[config.mk]
export PLATFORM = sky130hd
export DESIGN_NAME = cic_comb_decimator
export DESIGN_NICKNAME = d
export VERILOG_FILES = /design/src/rtl/cic_comb_decimator.sv
export SDC_FILE = /design/constraint.sdc
export NUM_CORES = 1
export LEC_CHECK = 0
export CORE_MARGIN = 2
export CORE_UTILIZATION = 51
export CTS_CLUSTER_SIZE = 14
export DETAILED_ROUTE_END_ITERATION = 16
export PLACE_DENSITY = 0.69
export SLEW_MARGIN = 20
export SYNTH_ARGS = -nofsm -noshare
export SYNTH_HDL_FRONTEND = slang
export SYNTH_SLANG_ARGS = --single-unit
export TNS_END_PERCENT = 50
[constraint.sdc]
create_clock -name clk -period 5.3 [get_ports clk]
set_input_delay 0.53 -clock clk [delete_from_list [all_inputs] [get_ports clk]]
set_output_delay 0.53 -clock clk [all_outputs]
set_load 0.01 [all_outputs]
[src/rtl/cic_comb_decimator.sv]
// rtl/cic_comb_decimator.sv - CIC decimator: rate reduction, comb cascade and output truncation
//
// Purpose:
//   This block sits after the integrator cascade of a CIC decimating filter.
//   It keeps one valid sample in every RATIO. It runs that sample through
//   STAGES pipelined comb stages, each computing y[n] = x[n] - x[n-DELAY].
//   It truncates the result to OUT_PRECISION bits and emits it with a
//   one-cycle strobe.
//
// Ports:
//   clk      rising-edge clock
//   rst_n    asynchronous active-low reset
//   x_valid  qualifies x; tie high when the integrators run every clock
//   x        last integrator output, two's complement, modulo arithmetic
//   y        decimated, filtered, truncated sample; holds between strobes
//   y_valid  one-cycle strobe marking a new y
module cic_comb_decimator #(
  parameter int PRECISION     = 12,
  parameter int OUT_PRECISION = 12,
  parameter int STAGES        = 3,
  parameter int DELAY         = 1,
  parameter int RATIO         = 8
) (
  input  logic                     clk,
  input  logic                     rst_n,
  input  logic                     x_valid,
  input  logic [PRECISION-1:0]     x,
  output logic [OUT_PRECISION-1:0] y,
  output logic                     y_valid
);

  // A one-bit counter is kept for RATIO = 1. It simply stays at zero.
  localparam int CNT_W = (RATIO > 1) ? $clog2(RATIO) : 1;
  localparam logic [CNT_W-1:0] CNT_LAST = CNT_W'(RATIO - 1);

  logic [CNT_W-1:0]     cnt;
  logic [PRECISION-1:0] d0;
  // tok[k] marks that the sample feeding stage k+1 is fresh this cycle.
  // tok[0] follows d0, and tok[STAGES] follows the last comb register.
  logic [STAGES:0]      tok;
  logic [PRECISION-1:0] comb_q   [STAGES];
  logic [PRECISION-1:0] stage_in [STAGES];
  logic                 dec_pt;

  assign dec_pt = x_valid && (cnt == CNT_LAST);

  always_comb begin
    stage_in[0] = d0;
    for (int k = 1; k < STAGES; k++) begin
      stage_in[k] = comb_q[k-1];
    end
  end

  // Decimation counter, sample capture, token pipeline and output register.
  always_ff @(posedge clk or negedge rst_n) begin
    if (!rst_n) begin
      cnt     <= '0;
      d0      <= '0;
      tok     <= '0;
      y       <= '0;
      y_valid <= 1'b0;
    end else begin
      if (x_valid) begin
        cnt <= dec_pt ? '0 : cnt + 1'b1;
      end
      if (dec_pt) begin
        d0 <= x;
      end
      tok     <= {tok[STAGES-1:0], dec_pt};
      y_valid <= tok[STAGES];
      if (tok[STAGES]) begin
        y <= comb_q[STAGES-1][PRECISION-1 -: OUT_PRECISION];
      end
    end
  end

  // Comb stages. Each stage moves only when its token is present, so the
  // delay lines run at the decimated rate. The subtraction wraps modulo
  // 2^PRECISION on purpose. Integrator overflow cancels here only if it does.
  for (genvar k = 0; k < STAGES; k++) begin : g_comb
    logic [PRECISION-1:0] line_q [DELAY];

    always_ff @(posedge clk or negedge rst_n) begin
      if (!rst_n) begin
        comb_q[k] <= '0;
        for (int j = 0; j < DELAY; j++) begin
          line_q[j] <= '0;
        end
      end else if (tok[k]) begin
        comb_q[k] <= stage_in[k] - line_q[DELAY-1];
        line_q[0] <= stage_in[k];
        for (int j = 1; j < DELAY; j++) begin
          line_q[j] <= line_q[j-1];
        end
      end
    end
  end

endmodule

==> flow_metrics.py, run 1 <==
metrics = {
    "worst_hold_path": {
        "hp-class": "in2async",
    },
    "clocking": {
        "cts_root_buffer": "clkbuf_8",
        "htreeDepth": 3,
        "post-cts-setup-buffer-count": 0,
        "clock_path_buffers": 2,
        "cts.sinks": 104,
        "post_cts_resized": 0,
        "cts_tree": "built",
        "cts_buffers": 9,
        "clk_pin_slew_ns": 0.10,
        "clk-insertion-delay-late_ns": 0.37,
        "hold_buffers": 0,
    },
    "place": {
        "placed_area_sq_mm": 0.00581,
        "io_buffers": 27,
        "gp_congestion": 0.770,
        "dp_hpwl_microns": 6590,
    },
    "critical_path": {
        "endpoint_kind": "flip-flop",
        "path_cells": "inv_1 -> ha_1 -> fa_1 -> nor2b_4 -> o31ai_2 -> a211oi_1 -> nor3_1 -> o31ai_1",
        "arrival_ns": 2.31,
        "r2r_cells": 8,
        "r2r_slack_ns": 3.27,
        "crit_path_top_delay_cell": "fa_1",
        "worst_r2r_endpoint": "comb_q[8]",
        "cp.required_ns": 5.58,
        "reg2reg_from": "comb_q[12]",
        "critPathMaxStageDelay_ns": 0.46,
        "crit_fanout": 3,
        "cp-start-kind": "flip-flop",
        "worstSetupPathType": "reg2reg",
    },
    "route": {
        "wl_per_cell_microns": 13.1,
        "viasPerCell": 5.34,
        "wirelength_microns": 8920,
        "route.detailed.drc": 0,
        "ant_nets": 0,
        "initialDrtViolationCount": 87,
        "num_vias": 3641,
        "dr.pass1.iters": 4,
    },
    "logic_synthesis": {
        "synthMuxAreaShare": 0.0928,
        "avgSynthCellArea_sq_um": 10.5,
        "synth_cell_type_count": 35,
        "netlist_instances": 514,
        "synth_compound_area_frac": 0.168,
        "yosysTopAreaCell": "dfrtp_1",
        "synth_fa_ha_area_frac": 0.0921,
        "ys_ff_latch": 104,
        "ys_seq_area_frac": 0.481,
        "synth.area.top_cells": "dfrtp_1, mux2_2, ha_1",
        "netlist_area_sq_mm": 0.00541,
        "synth_simple_gate_area_share": 0.0983,
        "synth_top_family_by_area": "compound AO/OA/AOI/OAI gates",
        "synthXorXnorAreaFrac": 0.0243,
        "synth_top_area_frac": 0.481,
        "ys_warn_count": 0,
        "synth_nets": 567,
    },
    "die": {
        "core_sq_mm": 0.0103,
        "ios": 28,
        "die_height_microns": 107,
        "rows": 37,
        "die_area_sq_mm": 0.0114,
        "die_w_microns": 107,
        "start_util": 0.524,
    },
    "layout": {
        "area_growth_pct": 12.0,
        "fill_cells": 893,
        "final_area_sq_mm": 0.00606,
        "layout-drive-gt1-share": 0.145,
        "regArea_sq_mm": 0.00260,
        "fin_util": 0.587,
        "nets": 594,
        "num_antenna_cells": 0,
        "multi_input_area_sq_mm": 0.00257,
    },
    "grt": {
        "grt_pass1_wl_microns": 15800,
        "grt_pass1_vias": 3672,
        "antenna_found_initial": 0,
        "grt_start_max_net_pins": 60,
        "overflow": 0,
        "grt.total_usage": 0.172,
    },
    "sta": {
        "drv_slew": 0,
        "setup_viol": 0,
        "min_period_over_period": 0.382,
        "fin_skew_ns": 0.0168,
        "rsz0062_at_grt": "false",
        "max_freq_mhz": 494,
        "fin_setup_tns_ns": 0,
        "worstMarginPinSlew_ns": 0.803,
        "post-route-min-period_ns": 2.03,
        "timing.final.hold_violations": 0,
        "maxSlewHeadroom": 0.464,
    },
    "power": {
        "total_power_mw": 4.14,
        "power.leakage_nw": 2.78,
        "powerDensity_mw_per_mm2": 683,
        "vdd_ir_drop_max_mv": 0.325,
    },
    "run": {
        "drv_cap": 0,
    },
    "outcome": {
        "outcome": "finished clean",
    },
}
-- per-stage QoR --
stage               instances  setup WS (ns)  hold WS (ns)
CTS                       682           3.29         0.178
global placement          666           3.37         0.459
floorplan                 514           3.49         0.234
finish                    682           3.27         0.150
detailed placement        666           3.30         0.467
global route              682           3.07         0.196
-- cell families after synthesis --
kind of cell,Yosys count
compound gates,138
xor+xnor,15
fa+ha+maj,38
buf+inv,61
flops,104
mux,45
simple gates,113
-- cells in the mapped netlist, drive strengths merged --
cell and number:
dfrtp 104, nand2 59, o21ai 53, inv 47, mux2 41, ha 35, a21oi 31, nor2 13
a211oi 12, o31ai 12, xnor2 12, a21o 9, clkbuf 9, nor2b 9, nor3 9, o21a 9
nand2b 7, nand3 6, buf 5, mux2i 4, and3 3, fa 3, nand4 3, o2111ai 3
o211ai 3, o21bai 3, o31a 3, or3 3, xor2 3, nand3b 1
-- cell type report --
type | instances | share of cell area
repair buffers | 30 | 0.0479
well taps | 136 | 0.0281
clock buffers | 11 | 0.0233
flip-flops and latches | 104 | 0.430
inverters | 47 | 0.0291
clock inverters | 5 | 0.0171
multi-input cells | 349 | 0.425
-- worst max-delay path by stage --
stage / startpoint / to / slack, ns / cells after the start
global placement: comb_q[12] / comb_q[8] / 3.37 / 8
global route: tok[1] / comb_q[23] / 3.07 / 4
floorplan: d0[0] / comb_q[32] / 3.49 / 8
CTS: comb_q[12] / comb_q[8] / 3.29 / 8
detailed placement: comb_q[12] / comb_q[8] / 3.30 / 8
finish: comb_q[12] / comb_q[8] / 3.27 / 8
-- metal layers --
metal / up-vias / wire length, microns / global-route usage
li1: 1846 / - / -
met1: 1737 / 3890 / 0.192
met2: 42 / 4660 / 0.323
met3: 16 / 204 / 0.0304
met4: 0 / 159 / 0.0668
met5: - / 0 / 0
-- power breakdown --
part | internal (mW) | switching (mW) | total, mW
Clock | 0.327 | 0.256 | 0.583
Combinational | 1.03 | 1.20 | 2.24
Sequential | 1.12 | 0.198 | 1.32
Total | 2.48 | 1.66 | 4.14
-- worst max-delay path: cells and delay by family (launching register included) --
| kind | cells | cell delay (ns) |
|---|---|---|
| adder cells (fa/ha/maj) | 2 | 0.67 |
| buffers and inverters | 1 | 0.06 |
| AO/OA/AOI/OAI | 3 | 0.62 |
| AND/OR/NAND/NOR | 2 | 0.24 |
| flip-flops | 1 | 0.36 |
-- sequential cells by signal, indices dropped and copies added, names as in the netlist --
signal	count
y	12
g_comb.line_q	36
d0	12
cnt	3
tok	4
comb_q	36
y_valid	1
-- cells in the final DEF (no fill, tap or decap), types with 12 or more instances in the layout --
cell type | Yosys | routed
a211oi_1 | 12 | 12
ha_1 | 35 | 35
nor2_1 | 13 | 13
a21oi_1 | 28 | 28
clkdlybuf4s50_1 | 0 | 26
inv_1 | 47 | 47
o21ai_0 | 50 | 50
mux2_2 | 41 | 41
nand2_1 | 59 | 59
dfrtp_1 | 104 | 104
xnor2_1 | 12 | 12
Power figures use the tool's default switching activity.
==> run 2, diff against run 1 <==
==> constraint.sdc (replaced) <==
create_clock -name clk -period 2.05 [get_ports clk]
set_input_delay 0.205 -clock clk [delete_from_list [all_inputs] [get_ports clk]]
set_output_delay 0.205 -clock clk [all_outputs]
set_load 0.01 [all_outputs]
==> flow_metrics.py, run 2 (synthesized netlist as in run 1, its figures left out) <==
metrics = {
    "layout": {
        "layout-drive-gt1-share": 0.156,
        "nets": 598,
        "layout_commonest_cell": "dfrtp_1",
        "fin_util": 0.591,
        "fill_cells": 903,
        "num_antenna_cells": 0,
        "final_cell_count_no_fill": 686,
        "multi_input_area_sq_mm": 0.00260,
        "final_area_sq_mm": 0.00610,
        "regArea_sq_mm": 0.00260,
        "area_growth_pct": 12.8,
        "layout_common_cells": "dfrtp_1, nand2_1, o21ai_0",
        "reg_top3": "comb_q (36), g_comb.line_q (36)",
    },
    "power": {
        "pwr-share-clk": 0.126,
        "vdd_ir_drop_max_mv": 0.893,
        "p_sw_frac": 0.408,
        "power.leakage_nw": 2.79,
        "powerDensity_mw_per_mm2": 1750,
        "power_frac_seq": 0.318,
        "comb_power_share": 0.555,
        "p_int_mw": 6.32,
        "p_switching_mw": 4.36,
        "total_power_mw": 10.7,
    },
    "sta": {
        "max_freq_mhz": 505,
        "rsz0062_at_grt": "true",
        "worstMarginPinSlew_ns": 0.519,
        "drv_slew": 0,
        "min_period_over_period": 0.965,
        "setup_viol": 0,
        "timing.final.hold_violations": 0,
        "maxSlewHeadroom": 0.653,
        "fin_skew_ns": 0.0117,
        "fin_setup_tns_ns": 0,
        "post-route-min-period_ns": 1.98,
    },
    "critical_path": {
        "reg2reg_from": "d0[0]",
        "endpoint_kind": "flip-flop",
        "worst_r2r_endpoint": "comb_q[34]",
        "critPathMaxStageDelay_ns": 0.44,
        "cp-start-kind": "flip-flop",
        "r2r_slack_ns": 0.07,
        "crit_path_top_delay_cell": "fa_1",
        "startpoint": "d0[0]",
        "worstSetupPathType": "reg2reg",
        "arrival_ns": 2.25,
        "r2r_cells": 8,
        "crit_end": "comb_q[34]",
        "path_cells": "inv_1 -> ha_1 -> fa_1 -> nor2b_4 -> o31ai_2 -> a211oi_1 -> nor3_1 -> o31ai_2",
        "cp_common_cell": "o31ai_2",
        "cp.required_ns": 2.32,
        "crit_fanout": 3,
    },
    "grt": {
        "grt_pass1_vias": 3715,
        "top_usage_layer": "met2",
        "grt.total_usage": 0.172,
        "grt_start_max_net_pins": 51,
        "antenna_found_initial": 0,
        "overflow": 0,
        "use_met3": 0.0347,
        "grt_pass1_wl_microns": 16000,
        "met2_usage": 0.318,
        "grt.met1_usage": 0.200,
    },
    "place": {
        "dp_hpwl_microns": 6700,
        "io_buffers": 27,
        "dp_cells": 669,
        "gp_congestion": 0.750,
        "placed_area_sq_mm": 0.00585,
    },
    "route": {
        "dr.pass1.iters": 4,
        "num_vias": 3647,
        "wirelength_microns": 8860,
        "route.detailed.drc": 0,
        "ant_nets": 0,
        "viasPerCell": 5.32,
        "wl_per_cell_microns": 12.9,
        "initialDrtViolationCount": 84,
    },
    "die": {
        "die_height_microns": 107,
        "die_w_microns": 107,
        "core_sq_mm": 0.0103,
        "ios": 28,
        "start_util": 0.524,
        "die_area_sq_mm": 0.0114,
        "rows": 37,
    },
    "clocking": {
        "cts_buffers": 9,
        "htreeDepth": 3,
        "clock_path_buffers": 2,
        "cts_tree": "built",
        "clk-insertion-delay-late_ns": 0.36,
        "post-cts-setup-buffer-count": 0,
        "cts_root_buffer": "clkbuf_8",
        "cts.sinks": 104,
        "clk_pin_slew_ns": 0.09,
    },
    "worst_hold_path": {
        "hp-class": "in2async",
    },
    "run": {
        "drv_cap": 0,
    },
    "outcome": {
        "outcome": "finished clean",
    },
}
run 2: what timing repair did:
item,CTS,global route
resized for setup,0,6
endpoints found under the setup margin,0,6
hold endpoints to repair,25,0
hold buffers,1,0
run 2: how the worst min path moves through the flow:
stage                           end  slack, ns  cells past startpoint
after floorplan              cnt[0]      -0.09                      0
after global placement      y_valid       0.15                      1
after detailed placement       y[1]       0.15                      1
after CTS                      y[1]       0.29                      2
after global routing        y_valid       0.33                      2
final                     comb_q[1]       0.29                      2
run 2: through the flow:
step | hold slack, ns | worst slack, ns
5_1_grt | 0.328 | -0.0497
4_1_cts | 0.295 | 0.0459
3_5_place_dp | 0.153 | 0.0612
3_3_place_gp | 0.146 | 0.155
6_report | 0.293 | 0.0711
2_1_floorplan | -0.0906 | 0.243
run 2: power groups by stage:
stage / Combinational [mW] / Clock [mW] / Sequential [mW]
detailed placement: 5.78 / 0 / 3.45
floorplan: 4.61 / 0 / 3.34
CTS: 5.82 / 1.41 / 3.41
global route: 6.66 / 1.47 / 3.53
global placement: 5.63 / 0 / 3.42
finish: 5.93 / 1.35 / 3.40
run 2: layer usage:
layer / share of wire / up-vias / routed length (microns)
met5: 0 / - / 0
met1: 0.45 / 1760 / 4020
li1: - / 1844 / -
met3: 0.021 / 4 / 185
met4: 0.0077 / 0 / 68
met2: 0.52 / 39 / 4590
run 2: area by class of cell:
type / instances / area share
multi-input cells: 349 / 0.427
flip-flops and latches: 104 / 0.427
repair buffers: 34 / 0.0550
inverters: 47 / 0.0289
well taps: 136 / 0.0279
clock buffers: 11 / 0.0215
clock inverters: 5 / 0.0133
run 2: worst max-delay path, delay by kind of cell, from the launching register on:
family	cells	cell delay (ns)
AND/OR/NAND/NOR	2	0.26
flip-flops	1	0.35
AO/OA/AOI/OAI	3	0.57
buffers and inverters	1	0.05
adder cells (fa/ha/maj)	2	0.66
